`src/rtl/div_clk_monitor_pkg.sv`:
```
// div_clk_monitor_pkg
//   Shared definitions for the divided-clock monitor:
//   - state_t      : monitor FSM encoding (IDLE, ARM, MEAS)
//   - DEF_*        : default parameter values for div_clk_monitor
//   - in_window()  : inclusive range check used for period/high-time windows
package div_clk_monitor_pkg;

  typedef enum logic [1:0] {
    ST_IDLE = 2'd0,
    ST_ARM  = 2'd1,
    ST_MEAS = 2'd2
  } state_t;

  localparam int DEF_CNT_W       = 16;
  localparam int DEF_SYNC_STAGES = 2;
  localparam int DEF_PER_MIN     = 28;
  localparam int DEF_PER_MAX     = 32;
  localparam int DEF_HI_MIN      = 13;
  localparam int DEF_HI_MAX      = 17;
  localparam int DEF_TIMEOUT     = 255;
  localparam int DEF_LOCK_CNT    = 4;

  function automatic logic in_window(input logic [31:0] v,
                                     input logic [31:0] lo,
                                     input logic [31:0] hi);
    return (v >= lo) && (v <= hi);
  endfunction

endpackage

```
`src/rtl/div_clk_sync_edge.sv`:
```
// div_clk_sync_edge
//   Brings the asynchronous divided clock into the clk domain and produces
//   single-cycle rise/fall pulses. SYNC_STAGES synchroniser flops are followed
//   by one delay flop; the pulses are registered, so an edge on div_clk shows
//   up as a pulse SYNC_STAGES+1 clk cycles later.
// Ports
//   clk      in  reference clock
//   rst_n    in  asynchronous active-low reset
//   div_clk  in  divided clock under test (asynchronous)
//   level    out synchronised level, aligned with the rise/fall pulses
//   rise     out 1-cycle pulse on a rising edge of div_clk
//   fall     out 1-cycle pulse on a falling edge of div_clk
module div_clk_sync_edge #(
  parameter int SYNC_STAGES = 2
) (
  input  logic clk,
  input  logic rst_n,
  input  logic div_clk,
  output logic level,
  output logic rise,
  output logic fall
);

  logic [SYNC_STAGES-1:0] sync_q;
  logic                   s;
  logic                   s_d;

  assign s = sync_q[SYNC_STAGES-1];

  // s_d is one cycle behind s, which is exactly the cycle in which the
  // registered pulses are visible, so s_d is the level that matches them.
  assign level = s_d;

  always_ff @(posedge clk or negedge rst_n) begin
    if (!rst_n) begin
      sync_q <= '0;
      s_d    <= 1'b0;
      rise   <= 1'b0;
      fall   <= 1'b0;
    end else begin
      sync_q <= {sync_q[SYNC_STAGES-2:0], div_clk};
      s_d    <= s;
      rise   <= s & ~s_d;
      fall   <= ~s & s_d;
    end
  end

endmodule

```
`src/rtl/div_clk_monitor.sv`:
```
// div_clk_monitor
//   Checks the divided clock produced by the odd-ratio divider. The divided
//   clock is sampled as asynchronous data in the clk domain; the period and
//   high time are measured in clk cycles on every rising edge and checked
//   against windows. Results are reported per period, errors are sticky and
//   a lock flag indicates LOCK_CNT consecutive good periods.
// Optional feature
//   DIV_CLK_MONITOR_MINMAX_EN : adds per_min_o/per_max_o, the smallest and
//   largest captured periods since reset or the last clr_err.
// Ports
//   clk         in   reference clock
//   rst_n       in   asynchronous active-low reset
//   en          in   monitor enable
//   clr_err     in   clears the sticky error flags
//   div_clk_i   in   divided clock under test, asynchronous to clk
//   period_cnt  out  last captured period
//   high_cnt    out  last captured high time
//   meas_valid  out  1-cycle pulse with each new period_cnt/high_cnt
//   err_period  out  sticky: period outside [PER_MIN,PER_MAX]
//   err_duty    out  sticky: high time outside [HI_MIN,HI_MAX]
//   err_stuck   out  sticky: TIMEOUT cycles without a rising edge
//   lock        out  LOCK_CNT consecutive good periods seen
//   per_min_o   out  (optional) smallest captured period
//   per_max_o   out  (optional) largest captured period
//   fsm_state   out  current monitor FSM state (debug)
// Handshake: meas_valid is a plain pulse with no back-pressure; period_cnt,
//   high_cnt, the error flags and lock are all valid in the meas_valid cycle.
module div_clk_monitor
  import div_clk_monitor_pkg::*;
#(
  parameter int CNT_W       = DEF_CNT_W,
  parameter int SYNC_STAGES = DEF_SYNC_STAGES,
  parameter int PER_MIN     = DEF_PER_MIN,
  parameter int PER_MAX     = DEF_PER_MAX,
  parameter int HI_MIN      = DEF_HI_MIN,
  parameter int HI_MAX      = DEF_HI_MAX,
  parameter int TIMEOUT     = DEF_TIMEOUT,
  parameter int LOCK_CNT    = DEF_LOCK_CNT
) (
  input  logic             clk,
  input  logic             rst_n,
  input  logic             en,
  input  logic             clr_err,
  input  logic             div_clk_i,
  output logic [CNT_W-1:0] period_cnt,
  output logic [CNT_W-1:0] high_cnt,
  output logic             meas_valid,
  output logic             err_period,
  output logic             err_duty,
  output logic             err_stuck,
  output logic             lock,
`ifdef DIV_CLK_MONITOR_MINMAX_EN
  output logic [CNT_W-1:0] per_min_o,
  output logic [CNT_W-1:0] per_max_o,
`endif
  output state_t           fsm_state
);

  localparam int GW = $clog2(LOCK_CNT + 1);
  localparam logic [CNT_W-1:0] CNT_MAX   = '1;
  localparam logic [CNT_W-1:0] TIMEOUT_V = CNT_W'(TIMEOUT);
  localparam logic [GW-1:0]    LOCK_V    = GW'(LOCK_CNT);
  localparam logic [GW-1:0]    LOCK_M1   = GW'(LOCK_CNT - 1);

  function automatic logic [CNT_W-1:0] sat_inc(input logic [CNT_W-1:0] v);
    return (v == CNT_MAX) ? v : v + CNT_W'(1);
  endfunction

  // ---------------------------------------------------------------------
  // Edge detection
  // ---------------------------------------------------------------------
  logic lvl;
  logic rise;
  logic fall;

  div_clk_sync_edge #(
    .SYNC_STAGES(SYNC_STAGES)
  ) u_sync (
    .clk    (clk),
    .rst_n  (rst_n),
    .div_clk(div_clk_i),
    .level  (lvl),
    .rise   (rise),
    .fall   (fall)
  );

  // ---------------------------------------------------------------------
  // FSM
  // ---------------------------------------------------------------------
  state_t state_q;
  state_t state_d;

  logic run_clear;  // run counters forced to 0
  logic arm_rise;   // first rise after arming: start measuring, no result
  logic take_meas;  // rise in MEAS: capture and check a full period
  logic timeout;    // TIMEOUT cycles without a rise
  logic in_meas;

  logic [CNT_W-1:0] per_run;
  logic [CNT_W-1:0] hi_run;
  logic [CNT_W-1:0] hi_cap;
  logic             fall_seen;
  logic [GW-1:0]    good_cnt;

  always_ff @(posedge clk or negedge rst_n) begin
    if (!rst_n) state_q <= ST_IDLE;
    else        state_q <= state_d;
  end

  always_comb begin
    state_d = state_q;
    if (!en) begin
      state_d = ST_IDLE;
    end else begin
      case (state_q)
        ST_IDLE: state_d = ST_ARM;
        ST_ARM:  if (rise)    state_d = ST_MEAS;
        ST_MEAS: if (timeout) state_d = ST_ARM;
        default: state_d = ST_IDLE;
      endcase
    end
  end

  always_comb begin
    run_clear = 1'b0;
    arm_rise  = 1'b0;
    take_meas = 1'b0;
    timeout   = 1'b0;
    in_meas   = 1'b0;
    if (!en) begin
      run_clear = 1'b1;
    end else begin
      case (state_q)
        ST_IDLE: run_clear = 1'b1;
        ST_ARM: begin
          arm_rise = rise;
          timeout  = !rise && (per_run == TIMEOUT_V);
        end
        ST_MEAS: begin
          in_meas   = 1'b1;
          take_meas = rise;
          timeout   = !rise && (per_run == TIMEOUT_V);
        end
        default: run_clear = 1'b1;
      endcase
    end
  end

  assign fsm_state = state_q;

  // ---------------------------------------------------------------------
  // Run counters
  // ---------------------------------------------------------------------
  always_ff @(posedge clk or negedge rst_n) begin
    if (!rst_n) begin
      per_run   <= '0;
      hi_run    <= '0;
      hi_cap    <= '0;
      fall_seen <= 1'b0;
    end else if (run_clear) begin
      per_run   <= '0;
      hi_run    <= '0;
      hi_cap    <= '0;
      fall_seen <= 1'b0;
    end else if (arm_rise || take_meas) begin
      // The rise cycle itself is the first cycle of the new period and of
      // its high phase.
      per_run   <= CNT_W'(1);
      hi_run    <= CNT_W'(1);
      fall_seen <= 1'b0;
    end else if (timeout) begin
      per_run   <= '0;
      hi_run    <= '0;
      fall_seen <= 1'b0;
    end else begin
      per_run <= sat_inc(per_run);
      if (in_meas && lvl) hi_run <= sat_inc(hi_run);
      if (in_meas && fall) begin
        hi_cap    <= hi_run;
        fall_seen <= 1'b1;
      end
    end
  end

  // ---------------------------------------------------------------------
  // Capture, window checks, sticky errors and lock
  // ---------------------------------------------------------------------
  logic [CNT_W-1:0] cap_hi;
  logic             per_ok;
  logic             hi_ok;

  // Without a fall since the previous rise the whole period counts as high
  // time, and that is always a duty error.
  assign cap_hi = fall_seen ? hi_cap : per_run;
  assign per_ok = in_window(32'(per_run), 32'(PER_MIN), 32'(PER_MAX));
  assign hi_ok  = fall_seen && in_window(32'(hi_cap), 32'(HI_MIN), 32'(HI_MAX));

  always_ff @(posedge clk or negedge rst_n) begin
    if (!rst_n) begin
      period_cnt <= '0;
      high_cnt   <= '0;
      meas_valid <= 1'b0;
      err_period <= 1'b0;
      err_duty   <= 1'b0;
      err_stuck  <= 1'b0;
      lock       <= 1'b0;
      good_cnt   <= '0;
    end else begin
      meas_valid <= take_meas;
      if (take_meas) begin
        period_cnt <= per_run;
        high_cnt   <= cap_hi;
      end
      // A new error wins over a simultaneous clear.
      err_period <= (err_period & ~clr_err) | (take_meas & ~per_ok);
      err_duty   <= (err_duty   & ~clr_err) | (take_meas & ~hi_ok);
      err_stuck  <= (err_stuck  & ~clr_err) | timeout;

      if (!en || timeout) begin
        good_cnt <= '0;
        lock     <= 1'b0;
      end else if (take_meas) begin
        if (per_ok && hi_ok) begin
          if (good_cnt < LOCK_V) good_cnt <= good_cnt + GW'(1);
          lock <= (good_cnt >= LOCK_M1);
        end else begin
          good_cnt <= '0;
          lock     <= 1'b0;
        end
      end
    end
  end

`ifdef DIV_CLK_MONITOR_MINMAX_EN
  // per_min_o starts at all-ones so the first captured period replaces it.
  always_ff @(posedge clk or negedge rst_n) begin
    if (!rst_n) begin
      per_min_o <= '1;
      per_max_o <= '0;
    end else if (clr_err && take_meas) begin
      per_min_o <= per_run;
      per_max_o <= per_run;
    end else if (clr_err) begin
      per_min_o <= '1;
      per_max_o <= '0;
    end else if (take_meas) begin
      if (per_run < per_min_o) per_min_o <= per_run;
      if (per_run > per_max_o) per_max_o <= per_run;
    end
  end
`endif

endmodule
```
`config.mk`:
```
export PLATFORM = sky130hd
export DESIGN_NAME = div_clk_monitor
export DESIGN_NICKNAME = d
export VERILOG_FILES = /design/src/rtl/div_clk_monitor_pkg.sv /design/src/rtl/div_clk_sync_edge.sv /design/src/rtl/div_clk_monitor.sv
export SDC_FILE = /design/constraint.sdc
export NUM_CORES = 1
export LEC_CHECK = 0
export CELL_PAD_IN_SITES_DETAIL_PLACEMENT = 2
export CELL_PAD_IN_SITES_GLOBAL_PLACEMENT = 2
export CORE_MARGIN = 5
export CORE_UTILIZATION = 33
export DETAILED_ROUTE_END_ITERATION = 8
export PLACE_DENSITY = 0.78
export SLEW_MARGIN = 20
export SYNTH_ARGS = -nofsm -noshare
export SYNTH_HDL_FRONTEND = slang
export SYNTH_HIERARCHICAL = 1
export SYNTH_SLANG_ARGS = --single-unit
```
`constraint.sdc`:
```
create_clock -name clk -period 2.2 [get_ports clk]
set_input_delay 0.33 -clock clk [delete_from_list [all_inputs] [get_ports clk]]
set_output_delay 0.33 -clock clk [all_outputs]
set_load 0.03 [all_outputs]
```
; After elaboration in Yosys (flattened, before gate mapping)
; Cells that the tools add are included.
[totals]
reg_bits = 96
inputBits = 5
output_inout_bits = 39
elab_cells = 113
[op_classes]
addsub = 3
order_cmp = 6
n_eq_ne = 12
n_mux = 39
bitwise = 15
n_reduce_logical = 21
[op_table]
columns = operator, count
row1 = $mux 16, 14
row2 = $add 16x1->16 const B, 2
row3 = $eq 16x16->1 const B, 2
row4 = $mux 1, 17
row5 = $eq 16x8->1 const B, 1
row6 = $ge 16x4->1 const B, 1
row7 = $ge 16x5->1 const B, 1
row8 = $le 16x5->1 const B, 1
row9 = $le 16x6->1 const B, 1
row10 = $mux 3, 4
row11 = $ne 4x4->1 const B, 2
row12 = $reduce_bool 4->1, 2
row13 = $and 1x1->1, 7
row14 = $logic_and 1x1->1, 7
row15 = $mux 2, 3
row16 = $ne 3x2->1 const B, 2
row17 = $pmux 2 s3, 1
row18 = $reduce_and 2->1, 3
row19 = $not 1->1, 5
row20 = $ne 2x2->1 const B, 2
row21 = $reduce_bool 2->1, 2
row22 = $add 3x1->3 const B, 1
row23 = $ge 3x2->1 const B, 1
row24 = $lt 3x3->1 const B, 1
row25 = other kinds (9), 13

; Longest topological paths before layout
[depth]
word_depth = 8
depth_mapped = 7
depth_no_buf = 7

; Cells and area by module
; Netlist, hierarchy kept.
[by_module_without_submodules]
columns = module, n_inst, cells_each, area_per_inst_um2, seq_area_each_um2
row1 = div_clk_monitor, 1, 471, 4406.7, 2277.2
row2 = div_clk_sync_edge, 1, 7, 140.1, 125.1

; Worst setup path after synthesis
; Ideal clock, no wire load.
[synth_timing]
path_kind = reg-to-reg
start = register state_q[0], in the netlist fsm_state[0]
end = register hi_run[13]
setup_ns = 0.077
arrival_time_ns = 2.288
required_time_ns = 2.123
slack_ns = -0.166
path_stages_with_launch = 8
path_buffers = 0
synth_period_minus_slack_ns = 2.366
path_cell_list = dfrtp_1 -> inv_1 -> ha_1 -> nand3_1 -> or2_4 -> or4_4 -> or3_1 -> a21oi_1
[synth_via]
elab_chain_cells = 7
elab_cells_between_ends = 21
cone_classes = 3 x eq/ne / 13 x mux / 5 x reduce/logical
[synth_rtl]
columns = item, line_no
row1 = start: declaration, div_clk_monitor.sv:90  ; state_t state_q;
row2 = start signal: assignment, div_clk_monitor.sv:107  ; else state_q <= state_d;
row3 = $eq 2x2->1 / $eq 2x1->1 (equally long branches), div_clk_monitor.sv:133  ; case (state_q)
row4 = $reduce_or 2->1 (no line), --
row5 = $mux 1, --
row6 = $mux 1, div_clk_monitor.sv:130  ; if (!en) begin
row7 = $mux 16, div_clk_monitor.sv:171  ; end else if (timeout) begin
row8 = $mux 16, div_clk_monitor.sv:165  ; end else if (arm_rise || take_meas) begin
row9 = $mux 16, div_clk_monitor.sv:160  ; end else if (run_clear) begin
row10 = end signal: assignment, div_clk_monitor.sv:177  ; if (in_meas && lvl) hi_run <= sat_inc(hi_run);
row11 = end: declaration, div_clk_monitor.sv:100  ; logic [CNT_W-1:0] hi_run;
; Parallel ways exist; a longest one is shown, timed or not.
; A chain may end at the register's enable or synchronous reset.

; Worst setup path after layout
; Ends and elaborated chain as after synthesis.

==> reports/qor.txt <==
WHS: 0.362 ns
final setup fails: 0
largest family of logic cells by synthesized area: simple AND/OR/NAND/NOR gates
maxcap violations: 0
PD cells: 756 nW/um^2
Max Clock Skew: 0.00788 ns
CP endpoint kind: register
initial antenna violation count: 0
WL final: 13.4 mm
ys flop type: dfrtp_1
CORE AREA: 13,400 um^2
clock buffer depth: 2
Ports: 44
H-tree levels: 3
Slew @ Worst Pin: 0.551 ns
Slew Limit Headroom: 63.1%
vias in the first global route: 4,346
reg2reg end: hi_run[13]$_DFFE_PN0P_
run status: finished clean
clock latency at the later pin of the worst-skew pair: 0.35 ns
layout net count: 563
Slew Viols, Final: 0
non-filler instance count after layout: 730
Post-DP HPWL: 9.77 mm
PortBufs: 43
Tcrit/Tclk final: 97.3%
Die Height: 127 um
Initial Utilization: 33.9%
worst path arrival time: 2.42 ns
Hold Path End: u_sync/sync_q[1]$_DFF_PN0_
CTS tree: built
reg2reg setup slack: 0.06 ns
Worst Setup Path Type: reg -> reg
Clock Sinks: 96
routability cong.: 0.843
post-synth cell types: 48
vias: 3,789
Fin Setup TNS: 0 ns
Peak VDD IR: 359 uV
Die Area: 16,200 um^2
mux cell area share after synthesis: 4.62%
#FFs+latches synth: 96
Layout fillers: 1,439
FMAX: 467 MHz
Hold Path Cell Cnt: 0
simple-gate portion of the synthesized area: 21.8%
DRC: 0
Hold Crit Start: u_sync/sync_q[0]$_DFF_PN0_
detailed-route vias per instance: 5.19
RSZ-0062 raised after global routing: true
grt total ovfl: 0
min Tclk post-route: 2.14 ns
CTS Buf Count: 9
Worst Path Required: 2.48 ns
# diodes: 0
DP Cell Count: 712
Mapped Avg Cell Area: 9.51 um^2
Hold Fails Final Rpt: 0
P&R area growth vs syn: 27.7%
DRT antenna net count: 0
total track usage: 17.4%
HP Class: reg -> reg
Initial DRC Count: 187
Seq/Total Area, Yosys: 52.8%
Synth Area in XOR/XNOR: 4.24%
Clock Tree Root: clkbuf_16
Worst Setup Start Kind: register
Post-Syn Nets: 491
Synth Area in Compound Gates: 10.7%
largest net degree at the start of global routing: 50
fraction of layout cells with a size suffix above 1: 13.7%
Ys Warns: 6
Die X: 127 um
cells after synthesis: 478
ys async rst share: 100%
CTS clock-pin slew for the worst setup and hold paths: 0.07 ns
crit path max fanout: 5
first-pass GRT wire length: 22.5 mm
Post-Syn Area: 4550 um^2
number of enable flip-flop cells after synthesis: 0
R2R depth: 7
Lkg Pwr: 0.00241 uW
1st-pass router iterations: 4
Wirelength per Cell: 18.3 um
row count: 42
FF-to-FF Start: fsm_state[0]$_DFFE_PN0P_
Synth Area in Adders: 2.20%
cells in the final DEF (no fill, tap or decap), drive strengths merged, types with 7 or more instances in the layout:
| cell | synthesis | final |
|---|---|---|
| inv | 16 | 16 |
| buf | 8 | 44 |
| a211oi | 7 | 7 |
| xnor2 | 11 | 11 |
| clkbuf | 18 | 10 |
| o21ai | 48 | 48 |
| mux2i | 21 | 21 |
| a21oi | 9 | 9 |
| xor2 | 11 | 11 |
| clkdlybuf4s50 | 0 | 42 |
| nor2 | 36 | 36 |
| ha | 8 | 8 |
| nor3 | 10 | 10 |
| nand2 | 102 | 102 |
| nand3 | 9 | 9 |
| dfrtp | 96 | 96 |
| nand4 | 14 | 14 |
worst max-delay path, stage by stage, from the launching register on:
cell	delay, ns
dfrtp_2	0.44
inv_2	0.09
ha_4	0.15
nand3_4	0.07
or2_4	0.26
or4_4	0.55
or3_4	0.35
a21oi_2	0.15
metrics by stage:
step | setup WS (ns) | instance area, um^2 | total power [uW] | utilization [%]
floorplan | 0.000647 | 4570 | 2430 | -
global placement | -0.0852 | 5460 | 2760 | 40.7
detailed placement | -0.206 | 5460 | 2810 | 40.7
CTS | 0.0150 | 5770 | 4430 | 43.1
global route | -0.0243 | 5810 | 4610 | 43.3
finish | 0.0595 | 5810 | 4390 | 43.3
timing repair:
action	4_1_cts	5_1_grt
hold endpoints to repair	27	0
endpoints found under the setup margin	1	33
hold buffers	1	0
setup buffers	0	2
gates resized for setup	3	4
report_power, final:
group          internal [uW]  switching (uW)  leakage (uW)
Clock                    904             693      0.000137
Sequential              1840            68.0       0.00133
Combinational            331             558      0.000949
layer usage:
| metal | up-vias | global-route usage (%) | routed length, um |
|---|---|---|---|
| met3 | 19 | 2.67 | 326 |
| met4 | 0 | 6.94 | 257 |
| li1 | 1783 | - | - |
| met5 | - | 0 | 0 |
| met2 | 47 | 30.1 | 6790 |
| met1 | 1940 | 21.8 | 6000 |
synth_stat cells (6+ instances only):
library cell,instances,share of area (%)
nor2_1,36,3.0
xor2_1,11,2.1
o21ai_0,47,5.2
clkbuf_1,18,1.5
ha_1,8,2.2
nor3_1,9,0.99
nand4_1,13,1.8
a21oi_1,9,0.99
buf_2,6,0.66
xnor2_1,11,2.1
mux2i_1,21,4.6
nand3_1,9,0.99
inv_1,16,1.3
a211oi_1,7,1.2
nand2_1,102,8.4
dfrtp_1,96,53
flip-flops by register name, indices dropped and copies added (netlist names):
signal	flops
u_sync/rise	1
good_cnt	3
u_sync/level	1
fsm_state	2
u_sync/fall	1
err_stuck	1
u_sync/sync_q	2
fall_seen	1
lock	1
high_cnt	16
err_period	1
period_cnt	16
per_run	16
err_duty	1
meas_valid	1
hi_cap	16
hi_run	16
worst max path at each step:
| stage | from | end | slack [ns] | cells past startpoint |
|---|---|---|---|---|
| CTS | fsm_state[0]$_DFFE_PN0P_ | hi_run[13]$_DFFE_PN0P_ | 0.02 | 7 |
| finish | fsm_state[0]$_DFFE_PN0P_ | hi_run[13]$_DFFE_PN0P_ | 0.06 | 7 |
| global route | hi_run[1]$_DFFE_PN0P_ | hi_run[14]$_DFFE_PN0P_ | -0.02 | 6 |
| detailed placement | en | hi_run[13]$_DFFE_PN0P_ | -0.21 | 6 |
| global placement | en | hi_run[13]$_DFFE_PN0P_ | -0.09 | 6 |
| floorplan | fsm_state[0]$_DFFE_PN0P_ | hi_run[13]$_DFFE_PN0P_ | 0.0006 | 7 |
cells by family (layout without fill, tap and decap cells):
group	count (synthesis)	after routing
buf+inv	42	118
compound gates	82	82
xor+xnor	22	22
flops	96	96
mux	21	21
fa+ha+maj	8	8
simple gates	207	207
layout make-up:
class | count | area [um^2] | area share [%]
Sequential cell | 96 | 2400 | 41.4
Multi-Input combinational cell | 340 | 2030 | 34.9
Timing Repair Buffer | 87 | 798 | 13.7
Clock buffer | 10 | 239 | 4.12
Tap cell | 176 | 220 | 3.79
Inverter | 16 | 60.1 | 1.03
Clock inverter | 5 | 57.6 | 0.991
(Power assumes the default switching activity.)
